===== config.mk =====
export PLATFORM = sky130hd
export DESIGN_NAME = cpu_sequencer
export DESIGN_NICKNAME = d
export VERILOG_FILES = /design/src/rtl/cpu_sequencer_pkg.sv /design/src/rtl/cpu_sequencer_ret_stack.sv /design/src/rtl/cpu_sequencer.sv
export SDC_FILE = /design/constraint.sdc
export NUM_CORES = 1
export LEC_CHECK = 0
export CAP_MARGIN = 20
export CORE_UTILIZATION = 32
export DETAILED_ROUTE_END_ITERATION = 16
export PLACE_DENSITY_LB_ADDON = 0.2
export SYNTH_ARGS = -nofsm -noshare
export SYNTH_HDL_FRONTEND = slang
export SYNTH_SLANG_ARGS = --single-unit

===== constraint.sdc =====
create_clock -name clk -period 2.9 [get_ports clk]
set_input_delay 0.29 -clock clk [delete_from_list [all_inputs] [get_ports clk]]
set_output_delay 0.29 -clock clk [all_outputs]
set_load 0.05 [all_outputs]

===== src/rtl/cpu_sequencer_pkg.sv =====
// Shared definitions for the CPU sequencer: datapath widths, FSM state encoding,
// one-hot state bus values and opcode constants.
package cpu_sequencer_pkg;

  localparam int PC_W = 8;
  localparam int OP_W = 5;

  typedef enum logic [2:0] {
    S_IDLE  = 3'd0,
    S_FETCH = 3'd1,
    S_EXEC1 = 3'd2,
    S_EXEC2 = 3'd3,
    S_HALT  = 3'd4
  } state_e;

  localparam logic [2:0] ST_OH_NONE  = 3'b000;
  localparam logic [2:0] ST_OH_FETCH = 3'b001;
  localparam logic [2:0] ST_OH_EXEC1 = 3'b010;
  localparam logic [2:0] ST_OH_EXEC2 = 3'b100;

  localparam logic [OP_W-1:0] OP_STA = 5'b00001;
  localparam logic [OP_W-1:0] OP_STP = 5'b00010;
  localparam logic [OP_W-1:0] OP_JMP = 5'b00100;
  localparam logic [OP_W-1:0] OP_LDA = 5'b00101;
  localparam logic [OP_W-1:0] OP_JMS = 5'b00110;
  localparam logic [OP_W-1:0] OP_BBL = 5'b00111;

  // IDLE and HALT both present an all-zero state bus.
  function automatic logic [2:0] state_onehot(input state_e s);
    case (s)
      S_FETCH: return ST_OH_FETCH;
      S_EXEC1: return ST_OH_EXEC1;
      S_EXEC2: return ST_OH_EXEC2;
      default: return ST_OH_NONE;
    endcase
  endfunction

endpackage


===== src/rtl/cpu_sequencer_ret_stack.sv =====
// Return-address stack with a combinational top and sticky overflow/underflow
// flags. A simultaneous push and pop performs only the pop.
module ret_stack #(
  parameter int PC_W        = cpu_sequencer_pkg::PC_W,
  parameter int STACK_DEPTH = 4
) (
  input  logic            clk,
  input  logic            rst_n,
  input  logic            push,
  input  logic            pop,
  input  logic [PC_W-1:0] din,
  output logic [PC_W-1:0] top,
  output logic            full,
  output logic            empty,
  output logic            ovf,
  output logic            unf
);

  localparam int AW   = $clog2(STACK_DEPTH);
  localparam int SP_W = AW + 1;

  logic [PC_W-1:0] mem_q [STACK_DEPTH];
  logic [SP_W-1:0] sp_q;
  logic [SP_W-1:0] sp_m1;
  logic [AW-1:0]   top_idx;
  logic [AW-1:0]   wr_idx;
  logic            ovf_q;
  logic            unf_q;

  assign sp_m1   = sp_q - 1'b1;
  assign top_idx = sp_m1[AW-1:0];
  assign wr_idx  = sp_q[AW-1:0];
  assign empty   = (sp_q == '0);
  assign full    = (sp_q == SP_W'(STACK_DEPTH));

  // An empty stack reads as zero so a return from nothing lands at address 0.
  assign top = empty ? '0 : mem_q[top_idx];
  assign ovf = ovf_q;
  assign unf = unf_q;

  always_ff @(posedge clk or negedge rst_n) begin
    if (!rst_n) begin
      for (int i = 0; i < STACK_DEPTH; i++) begin
        mem_q[i] <= '0;
      end
      sp_q  <= '0;
      ovf_q <= 1'b0;
      unf_q <= 1'b0;
    end else if (push && pop) begin
      if (!empty) begin
        sp_q <= sp_m1;
      end
    end else if (push) begin
      if (full) begin
        ovf_q <= 1'b1;
      end else begin
        mem_q[wr_idx] <= din;
        sp_q          <= sp_q + 1'b1;
      end
    end else if (pop) begin
      if (empty) begin
        unf_q <= 1'b1;
      end else begin
        sp_q <= sp_m1;
      end
    end
  end

endmodule


===== src/rtl/cpu_sequencer.sv =====
// Instruction sequencer: FETCH/EXEC1/EXEC2 control FSM, program counter,
// instruction latch and a return-address stack driven by decoder strobes.
module cpu_sequencer #(
  parameter int PC_W        = cpu_sequencer_pkg::PC_W,
  parameter int OP_W        = cpu_sequencer_pkg::OP_W,
  parameter int STACK_DEPTH = 4
) (
  input  logic                 clk,
  input  logic                 rst_n,
  input  logic                 run,
  input  logic [OP_W+PC_W-1:0] imem_data,
  input  logic                 e,
  input  logic                 pc_load,
  input  logic                 pc_inc,
  input  logic                 stack_mux,
  input  logic                 push,
  input  logic                 pop,
  output logic [2:0]           state,
  output logic [OP_W-1:0]      inst,
  output logic [PC_W-1:0]      operand,
  output logic [PC_W-1:0]      pc,
  output logic                 halted,
  output logic                 stk_ovf,
  output logic                 stk_unf
);

  import cpu_sequencer_pkg::*;

  state_e          state_q, state_d;
  logic [2:0]      state_oh_q;
  logic            halted_q;
  logic [PC_W-1:0] pc_q, pc_d;
  logic [OP_W-1:0] inst_q;
  logic [PC_W-1:0] operand_q;

  logic            exec_active;
  logic            push_en;
  logic            pop_en;
  logic [PC_W-1:0] stk_top;
  logic [PC_W-1:0] target;
  logic            stk_full_unused;
  logic            stk_empty_unused;

  // Decoder strobes only take effect while an instruction is in flight.
  assign exec_active = (state_q == S_FETCH) || (state_q == S_EXEC1) || (state_q == S_EXEC2);
  assign push_en     = exec_active && push;
  assign pop_en      = exec_active && pop;
  assign target      = stack_mux ? stk_top : operand_q;

  ret_stack #(
    .PC_W        (PC_W),
    .STACK_DEPTH (STACK_DEPTH)
  ) u_ret_stack (
    .clk   (clk),
    .rst_n (rst_n),
    .push  (push_en),
    .pop   (pop_en),
    .din   (pc_q),
    .top   (stk_top),
    .full  (stk_full_unused),
    .empty (stk_empty_unused),
    .ovf   (stk_ovf),
    .unf   (stk_unf)
  );

  always_comb begin
    state_d = state_q;
    case (state_q)
      S_IDLE:  if (run) state_d = S_FETCH;
      S_FETCH: state_d = S_EXEC1;
      S_EXEC1: begin
        if (inst_q == OP_STP) begin
          state_d = S_HALT;
        end else if (e) begin
          state_d = S_EXEC2;
        end else begin
          state_d = S_FETCH;
        end
      end
      S_EXEC2: state_d = S_FETCH;
      S_HALT:  if (run) state_d = S_FETCH;
      default: state_d = S_IDLE;
    endcase
  end

  // A load wins over an increment; the increment wraps silently.
  always_comb begin
    pc_d = pc_q;
    if (exec_active) begin
      if (pc_load) begin
        pc_d = target;
      end else if (pc_inc) begin
        pc_d = pc_q + 1'b1;
      end
    end
  end

  always_ff @(posedge clk or negedge rst_n) begin
    if (!rst_n) begin
      state_q    <= S_IDLE;
      state_oh_q <= ST_OH_NONE;
      halted_q   <= 1'b0;
      pc_q       <= '0;
      inst_q     <= '0;
      operand_q  <= '0;
    end else begin
      state_q    <= state_d;
      state_oh_q <= state_onehot(state_d);
      halted_q   <= (state_d == S_HALT);
      pc_q       <= pc_d;
      if (state_q == S_FETCH) begin
        inst_q    <= imem_data[OP_W+PC_W-1:PC_W];
        operand_q <= imem_data[PC_W-1:0];
      end
    end
  end

  assign state   = state_oh_q;
  assign halted  = halted_q;
  assign pc      = pc_q;
  assign inst    = inst_q;
  assign operand = operand_q;

endmodule


== Word-level counts from Yosys, hierarchy flattened ==
Index checks and enable logic that the tools add are counted.
Word-level totals
  register bits: 65
  input bits: 22
  output and inout bits: 27
  word-level logic and storage cells: 71
Cells by class
  add/subtract/negate cells: 3
  order comparisons: 3
  equality and inequality tests: 11
  mux-type cells: 20
  bitwise gates (word level): 5
  reductions and logical operators: 16
Operators by type and width (count)
  8-bit two-way mux: 7
  32-bit bitwise mux: 1
  3-bit two-way mux: 7
  8-bit binary-select mux with 2-bit select: 1
  8-bit demux with 2-bit select: 1
  3-bit by 2-bit equality test with 1-bit output (second input constant): 4
  3-bit case mux with 4 select lines: 1
  3-bit equality test (second input constant): 3
  3-bit case mux with 3 select lines: 1
  8-bit by 1-bit adder with 8-bit output (second input constant): 1
  3-bit by 1-bit equality test with 1-bit output (second input constant): 2
  3-bit greater-or-equal comparator (second input constant): 2
  3-bit logical NOT: 2
  2-bit NOT with 3-bit output: 2
  3-bit AND reduction: 2
  5-bit by 2-bit equality test with 1-bit output (second input constant): 1
  1-bit logical AND: 4
  2-bit AND reduction: 2
  4-bit AND reduction: 1
  3-bit by 1-bit adder with 3-bit output (second input constant): 1
  3-bit by 1-bit < comparator with 1-bit output (second input constant): 1
  3-bit != test (second input constant): 1
  1-bit NOT: 3
  3-bit nonzero test: 1
  5 further kinds: 6

== Longest topological paths before layout ==
Gate-level depths: netlist of the first run.
  word-level depth: 8
  mapped depth: 8
  depth with buffers taken out: 7

== Hierarchy ==
A second synthesis of the first run with hierarchy kept.
Unflattened totals
  cell total of the unflattened synthesis: 240
  area, all modules: 3229.3 µm²
By module, submodules not included
  ret_stack: times used 1, cells an instance 122, area each 1836.8 µm², seq. area each 925.9 µm²
  cpu_sequencer: times used 1, cells an instance 118, area each 1392.6 µm², seq. area each 700.7 µm²

== Least setup slack after synthesis of the first run ==
OpenSTA, ideal clock, no wires.
  kind: register to register
  from: register u_ret_stack.sp_q[0]
  to: register pc_q[7], in the netlist pc[7]
  setup time: 0.123 ns
  data arrival time: 2.069 ns
  required time: 2.777 ns
  path slack: 0.708 ns
  stages on the path, launching flop included: 8
  buffers on the path: 2
  clock period less this slack: 2.192 ns
  path through: dfrtp_1 buf_2 inv_1 ha_1 clkbuf_1 mux4_2 a221o_1 o221a_2
Between the ends
  word-level cells in the longest chain between the ends: 8
  elaborated cells on any way between the ends: 9
  classes of those cells: 1 x add/sub; 6 x mux; 1 x bitwise; 1 x reduce/logical
RTL lines
  start, declared: RTL line cpu_sequencer_ret_stack.sv:23  | logic [SP_W-1:0] sp_q;
  start signal, assigned: RTL line cpu_sequencer_ret_stack.sv:51  | sp_q <= sp_m1;
  start signal, assigned: RTL line cpu_sequencer_ret_stack.sv:58  | sp_q <= sp_q + 1'b1;
  start signal, assigned: RTL line cpu_sequencer_ret_stack.sv:64  | sp_q <= sp_m1;
  3-bit by 1-bit subtractor with 3-bit output: RTL line cpu_sequencer_ret_stack.sv:30  | assign sp_m1 = sp_q - 1'b1;
  2-bit NOT with 3-bit output (not written as such): RTL line cpu_sequencer_ret_stack.sv:37  | assign top = empty ? '0 : mem_q[top_idx];
  8-bit binary-select mux with 2-bit select: RTL line cpu_sequencer_ret_stack.sv:37
  8-bit two-way mux (not written as such) (2 in a row): RTL line cpu_sequencer_ret_stack.sv:37
  8-bit two-way mux (*): RTL line cpu_sequencer_ret_stack.sv:37
  8-bit two-way mux (*): RTL line cpu_sequencer.sv:48  | assign target = stack_mux ? stk_top : operand_q;
  8-bit two-way mux (*): RTL line cpu_sequencer.sv:90  | if (pc_load) begin
  end signal, assigned: RTL line cpu_sequencer.sv:110  | pc_q <= pc_d;
  end, declared: RTL line cpu_sequencer.sv:32  | logic [PC_W-1:0] pc_q, pc_d;
Every way passes the cells marked *; elsewhere a longest branch is shown, timed or not. The select of a mux whose other input is x is not followed.
A chain may end at the register's enable or synchronous reset.

== Worst setup path in the final report of the first run ==
  from: register u_ret_stack.sp_q[1]
  to: register u_ret_stack.mem_q[24] in the netlist's numbering
Between the ends
  word-level cells in the longest chain between the ends: 6
  elaborated cells on any way between the ends: 10
  classes of those cells: 2 x order compare; 1 x eq/ne; 3 x mux; 2 x bitwise; 2 x reduce/logical
RTL lines
  2-bit NOT with 3-bit output (not written as such): RTL line cpu_sequencer_ret_stack.sv:57  | mem_q[wr_idx] <= din;
  3-bit greater-or-equal comparator (not written as such) / 3-bit by 1-bit < comparator with 1-bit output (equally long branches): RTL line cpu_sequencer_ret_stack.sv:57
  1-bit logical AND (not written as such): RTL line cpu_sequencer_ret_stack.sv:57
  8-bit two-way mux (not written as such): RTL line cpu_sequencer_ret_stack.sv:57
  8-bit demux with 2-bit select: RTL line cpu_sequencer_ret_stack.sv:57
  32-bit bitwise mux: RTL line cpu_sequencer_ret_stack.sv:57
  end signal, assigned by index: RTL line cpu_sequencer_ret_stack.sv:57
  end, declared: RTL line cpu_sequencer_ret_stack.sv:22  | logic [PC_W-1:0] mem_q [STACK_DEPTH];
Parallel ways exist; a longest one is shown, timed or not.

==> results.tsv, run 1 <==
stage	metric	value	unit
cells_and_area	fin_util	42.2	%
clock_tree	cts_made_buffers	9	
worst_setup_path	critPathLaunchType	flip-flop	
worst_setup_path	crit_type	flip-flop to flip-flop	
synthesis	async_flop_share	100	%
timing	finalHoldViolations	0	
cells_and_area	antenna_cells	0	
global_routing	grt_overflow	0	
power_and_ir_drop	clockPowerShare	15.3	%
synthesis	syn_nets	268	
worst_setup_path	crit_top_cell	ha_1	
cells_and_area	syn_to_final_growth	27.1	%
clock_tree	clk_path_buf_depth	2	
synthesis	synth.cell_area	3080	um^2
worst_setup_path	cp.required	3.13	ns
detailed_routing	wire_per_inst	16.6	um
floorplanning	initial_core_util	33.2	%
floorplanning	die_h	100	um
clock_tree	cts_tree	yes	
cells_and_area	final_cell_mix	dfrtp_1, clkdlybuf4s50_1, mux2_2	
power_and_ir_drop	ir_drop	472	uV
power_and_ir_drop	cellLeakagePower	1.63	nW
timing	fmax	0.479	GHz
clock_tree	cts_sinks	65	
worst_setup_path	cpPeakStageDelay	0.41	ns
clock_tree	cts_max_level	3	
placement	dpl_cell_area	3720	um^2
detailed_routing	drc	0	
timing	fin_crit_sh	72.0	%
detailed_routing	routed_via_density	4.99	
job	max_cap_viol_count	0	
cells_and_area	design_area	3920	um^2
clock_tree	post_cts_buffers	0	
cells_and_area	final_common_cell	dfrtp_1	
global_routing	grt_max_degree	26	
floorplanning	placementRows	35	
floorplanning	io_pins	49	
synthesis	yosys-top-cells-area	dfrtp_1, mux2_2, mux4_2	
synthesis	syn_inst	238	
worst_setup_path	crit_chain	inv_1 -> ha_1 -> ha_1 -> nor3_4 -> nand2_2 -> mux2_1	
placement	gp_congestion	0.813	
worst_setup_path	cp-end-kind	flip-flop	
synthesis	postSynthAreaPerCell	12.9	um^2
clock_tree	clockRootBuffer	clkbuf_8	
clock_tree	cts.clk_slew.worst_paths	0.07	ns
placement	dp_hpwl	4920	um
floorplanning	die_w	100	um
detailed_routing	drtPass1Iterations	4	
timing	tightest_slew	0.584	ns
worst_setup_path	crit_fanout	8	
timing	rsz0062_at_grt	false	
floorplanning	die_area	10000	um^2
timing	finalClockSkew	0.00796	ns
cells_and_area	regArea	1630	um^2
detailed_routing	antenna_left	0	
placement	io_buffers	48	
synthesis	ys_warn_count	0	
detailed_routing	drt_iter0_markers	92	
synthesis	ys_ff_latch	65	
cells_and_area	multiInputGateArea	1380	um^2
power_and_ir_drop	intPower	2.85	mW
detailed_routing	routed-via-count	2141	
global_routing	antenna_found_initial	0	
global_routing	track_usage	15.5	%
timing	maxSlewHeadroom	60.9	%
synthesis	yosysTopAreaCellShare	52.8	%
clock_tree	insertion_delay	0.34	ns
worst_setup_path	arrival	2.32	ns
hold_path	hold_path.class	input pin to async pin	
power_and_ir_drop	power_frac_seq	34.8	%
timing	final-setup-viol-count	0	
power_and_ir_drop	combPwrFrac	49.8	%
timing	final_period_minus_worst_setup_slack	2.09	ns
synthesis	synth-edff-count	0	
synthesis	synth-main-ff-cell	dfrtp_1	
timing	setup_tns	0	ns
detailed_routing	wirelength	7140	um
power_and_ir_drop	power.total	4.98	mW
power_and_ir_drop	powerDensity	1270	nW/um^2
cells_and_area	finalNetCount	325	
global_routing	grt_pass1_wl	11600	um
cells_and_area	n_fill_cell	894	
floorplanning	coreArea	9280	um^2
global_routing	grt_pass1_vias	2146	
run_status	status	complete, no violations	
synthesis	yosysTopAreaCell	dfrtp_1	
synthesis	ys_types	43	
cells_and_area	drive_gt1_share	27.0	%
timing	finalMaxSlewViolations	0	
power_and_ir_drop	p_sw_share	42.8	%
power_and_ir_drop	power_switching	2.13	mW
synthesis	ys_seq_area_share	52.8	%
worst_setup_path	slowest_stage	dfrtp_1	
-- power by group through the flow --
stage	clock network (mW)	logic, mW	registers [mW]
2_1_floorplan	0	1.23	2.24
3_3_place_gp	0	2.48	1.75
3_5_place_dp	0	2.50	1.76
4_1_cts	0.779	2.51	1.75
5_1_grt	0.825	2.65	1.82
6_report	0.764	2.48	1.73
-- state kept, by name, indices dropped and copies added (netlist names) --
name and flops:
halted 1, u_ret_stack.ovf 1, state 3, operand 8, state_q 3, inst 5
pc 8, u_ret_stack.sp_q 3, u_ret_stack.mem_q 32, u_ret_stack.unf 1
-- layer usage --
metal	part of all wire [%]	global-route usage [%]	vias up
met5	0	0	-
met4	1.4	6.02	0
met3	4.4	3.27	10
met2	46	24.5	64
met1	48	21.0	1073
li1	-	-	994
-- critical path: cells and delay by family, from the launching register on --
family | cells | cell delay, ns
DFF | 1 | 0.41
muxes | 1 | 0.37
buffers and inverters | 1 | 0.08
and+or+nand+nor | 2 | 0.59
adders and majority gates | 2 | 0.52
-- logic make-up after synthesis --
family	count (synthesis)	share of synthesized area [%]
buffers and inverters	19	2.56
DFF	65	52.8
xor gates and xnor gates	1	0.284
muxes	57	23.6
and+or+nand+nor	48	8.49
adders and majority gates	8	3.25
AOI/OAI and AO/OA	40	8.98
-- final timing paths --
check | from | end | slack (ns) | cells past startpoint
worst max-delay path | u_ret_stack.sp_q[1] | u_ret_stack.mem_q[24] | 0.81 | 6
worst min-delay path | rst_n | u_ret_stack.unf | 0.47 | 2
worst max register to register | u_ret_stack.sp_q[1] | u_ret_stack.mem_q[24] | 0.81 | 6
worst min register to register | u_ret_stack.ovf | u_ret_stack.ovf | 0.48 | 1
max in group asynchronous | rst_n | u_ret_stack.mem_q[8] | 1.68 | 3
min in group clk | u_ret_stack.ovf | u_ret_stack.ovf | 0.48 | 1
-- cells in the mapped netlist (all sizes together) (2+ instances only) --
cell type / number
dfrtp: 65
mux2: 46
nand2: 12
nor2: 12
inv: 10
ha: 8
mux4: 8
a21oi: 7
buf: 6
nand3: 6
o21ai: 6
a22oi: 5
nor3: 5
a31oi: 4
mux2i: 3
nor2b: 3
o22ai: 3
a221oi: 2
clkbuf: 2
nand2b: 2
nand4: 2
nor3b: 2
o211ai: 2
o41ai: 2
-- per-stage QoR --
stage          setup slack, ns  std cells  hold slack (ns)
2_1_floorplan            0.708        238         -0.00559
3_3_place_gp             0.680        412            0.321
3_5_place_dp             0.644        412            0.311
4_1_cts                  0.791        429            0.484
5_1_grt                  0.551        429            0.504
6_report                 0.811        429            0.467
-- timing repair --
| action | CTS | global route |
|---|---|---|
| hold buffers | 1 | 0 |
| endpoints found under the hold margin | 21 | 0 |
| gates resized for setup | 0 | 0 |
-- final cells by class --
class,count,share of cell area (%)
clock buffers,11,3.36
clock inverters,5,1.44
inverters,11,1.05
multi-input cells,154,35.1
flip-flops and latches,65,41.5
well taps,129,4.12
repair buffers,54,13.4
Note: power is estimated with default switching activity, not from simulation.
==> run 2: changes to the inputs <==
==> constraint.sdc (replaced) <==
create_clock -name clk -period 2.1 [get_ports clk]
set_input_delay 0.21 -clock clk [delete_from_list [all_inputs] [get_ports clk]]
set_output_delay 0.21 -clock clk [all_outputs]
set_load 0.05 [all_outputs]
==> run 2 against run 1 <==
Against the previous run: largest cell class unchanged; global-route usage increased by 0.40 points; core utilization increased by 1.2 points; hold slack got worse by 0.085 ns; cell count increased by 2.1%; largest power group unchanged; first-iteration DRC count increased by 8.7%; routed wire length increased by 0.71%; clock skew increased by 0.0046 ns.
==> results.tsv, run 2 (synthesis gave the netlist of run 1 again) <==
stage	metric	value	unit
run_status	status	complete, no violations	
detailed_routing	routed_via_density	4.98	
floorplanning	die_w	100	um
power_and_ir_drop	p_sw_share	41.5	%
global_routing	grt_overflow	0	
worst_setup_path	critPathLaunchType	flip-flop	
timing	finalMaxSlewViolations	0	
clock_tree	cts_made_buffers	9	
timing	finalClockSkew	0.0126	ns
placement	gp_congestion	0.797	
timing	maxSlewHeadroom	65.9	%
global_routing	grt_pass1_wl	11800	um
timing	final_period_minus_worst_setup_slack	1.99	ns
floorplanning	initial_core_util	33.2	%
power_and_ir_drop	power_frac_seq	33.5	%
clock_tree	cts_sinks	65	
cells_and_area	antenna_cells	0	
worst_setup_path	crit_type	flip-flop to flip-flop	
clock_tree	cts_tree	yes	
detailed_routing	drtPass1Iterations	5	
worst_setup_path	arrival	2.21	ns
clock_tree	insertion_delay	0.35	ns
power_and_ir_drop	power.total	7.10	mW
cells_and_area	final_cell_mix	dfrtp_1, clkdlybuf4s50_1, mux2_2	
global_routing	grt_pass1_vias	2202	
cells_and_area	drive_gt1_share	29.4	%
detailed_routing	drc	0	
timing	setup_tns	0	ns
detailed_routing	wirelength	7190	um
clock_tree	cts.clk_slew.worst_paths	0.07	ns
worst_setup_path	reg2reg_from	u_ret_stack.sp_q[1]	
detailed_routing	routed-via-count	2180	
power_and_ir_drop	powerDensity	1760	nW/um^2
worst_setup_path	r2r_cells	6	
timing	worst_slack	0.108	ns
global_routing	antenna_found_initial	0	
clock_tree	clk_path_buf_depth	2	
power_and_ir_drop	intPower	4.15	mW
timing	finalHoldViolations	0	
floorplanning	coreArea	9280	um^2
power_and_ir_drop	cellLeakagePower	1.70	nW
timing	rsz0062_at_grt	false	
floorplanning	io_pins	49	
cells_and_area	largest_reg_flops	32	
clock_tree	clockRootBuffer	clkbuf_8	
placement	io_buffers	48	
timing	fin_crit_sh	94.8	%
timing	tightest_slew	0.511	ns
cells_and_area	syn_to_final_growth	30.8	%
worst_setup_path	cp-end-kind	flip-flop	
global_routing	grt_max_degree	66	
power_and_ir_drop	combPwrFrac	50.9	%
cells_and_area	fin_util	43.4	%
worst_setup_path	crit_start	u_ret_stack.sp_q[1]	
detailed_routing	antenna_left	0	
cells_and_area	final_common_cell	dfrtp_1	
cells_and_area	finalNetCount	334	
timing	fmax	0.502	GHz
power_and_ir_drop	clockPowerShare	15.6	%
power_and_ir_drop	ir_drop	762	uV
timing	final-setup-viol-count	0	
global_routing	track_usage	15.9	%
placement	dp_hpwl	4970	um
floorplanning	placementRows	35	
clock_tree	cts_max_level	3	
floorplanning	die_area	10000	um^2
hold_path	hold_path.class	input pin to async pin	
cells_and_area	n_fill_cell	921	
power_and_ir_drop	power_switching	2.95	mW
floorplanning	die_h	100	um
job	max_cap_viol_count	0	
worst_setup_path	cp.required	2.32	ns
detailed_routing	wire_per_inst	16.4	um
worst_setup_path	crit_fanout	8	
cells_and_area	top_register	u_ret_stack.mem_q	
detailed_routing	drt_iter0_markers	100	
placement	dp_slack	0.0586	ns
## run 2: through the flow
step / instances / hold WS (ns) / cell area, um^2
4_1_cts: 438 / 0.412 / 4030
5_1_grt: 438 / 0.444 / 4030
2_1_floorplan: 238 / -0.0856 / 3080
3_3_place_gp: 421 / 0.259 / 3810
3_5_place_dp: 421 / 0.253 / 3810
6_report: 438 / 0.382 / 4030
## run 2: final timing paths
kind,end,slack (ns)
worst max-delay path,u_ret_stack.mem_q[24],0.11
worst min-delay path,u_ret_stack.sp_q[2],0.38
worst max register to register,u_ret_stack.mem_q[24],0.11
worst min register to register,u_ret_stack.ovf,0.48
max in group asynchronous,pc[4],1.38
min in group clk,state[2],0.43
## run 2: area by class of cell
cell class	count	area, um^2	area share (%)
Clock inverter	2	35.0	0.869
Inverter	11	41.3	1.02
Timing Repair Buffer	63	616	15.3
Sequential cell	65	1630	40.4
Clock buffer	14	173	4.28
Tap cell	129	161	4.00
Multi-Input combinational cell	154	1380	34.2
## run 2: per-layer routing
metal / track usage [%] / part of all wire [%]
met5: 0 / 0
met4: 5.46 / 1.1
met3: 4.18 / 6.2
met2: 24.8 / 46
met1: 21.6 / 47
## run 2: power groups by stage
stage	Combinational, mW	Clock, mW	Sequential [mW]
after global placement	3.62	0	2.39
after detailed placement	3.63	0	2.41
final	3.61	1.10	2.38
after floorplan	1.71	0	3.09
after global routing	3.88	1.20	2.49
after CTS	3.65	1.15	2.39
## run 2: critical path: stages (launching register included)
cell	delay, ns
dfrtp_1	0.41
inv_1	0.08
ha_1	0.20
ha_1	0.26
nor3_4	0.27
nand2_2	0.26
mux2_1	0.38
## run 2: timing repair
| item | 4_1_cts | 5_1_grt |
|---|---|---|
| hold buffers | 1 | 0 |
| hold endpoints to repair | 65 | 0 |
| endpoints found under the setup margin | 0 | 17 |
| setup buffers | 0 | 0 |
| resized for setup | 0 | 1 |
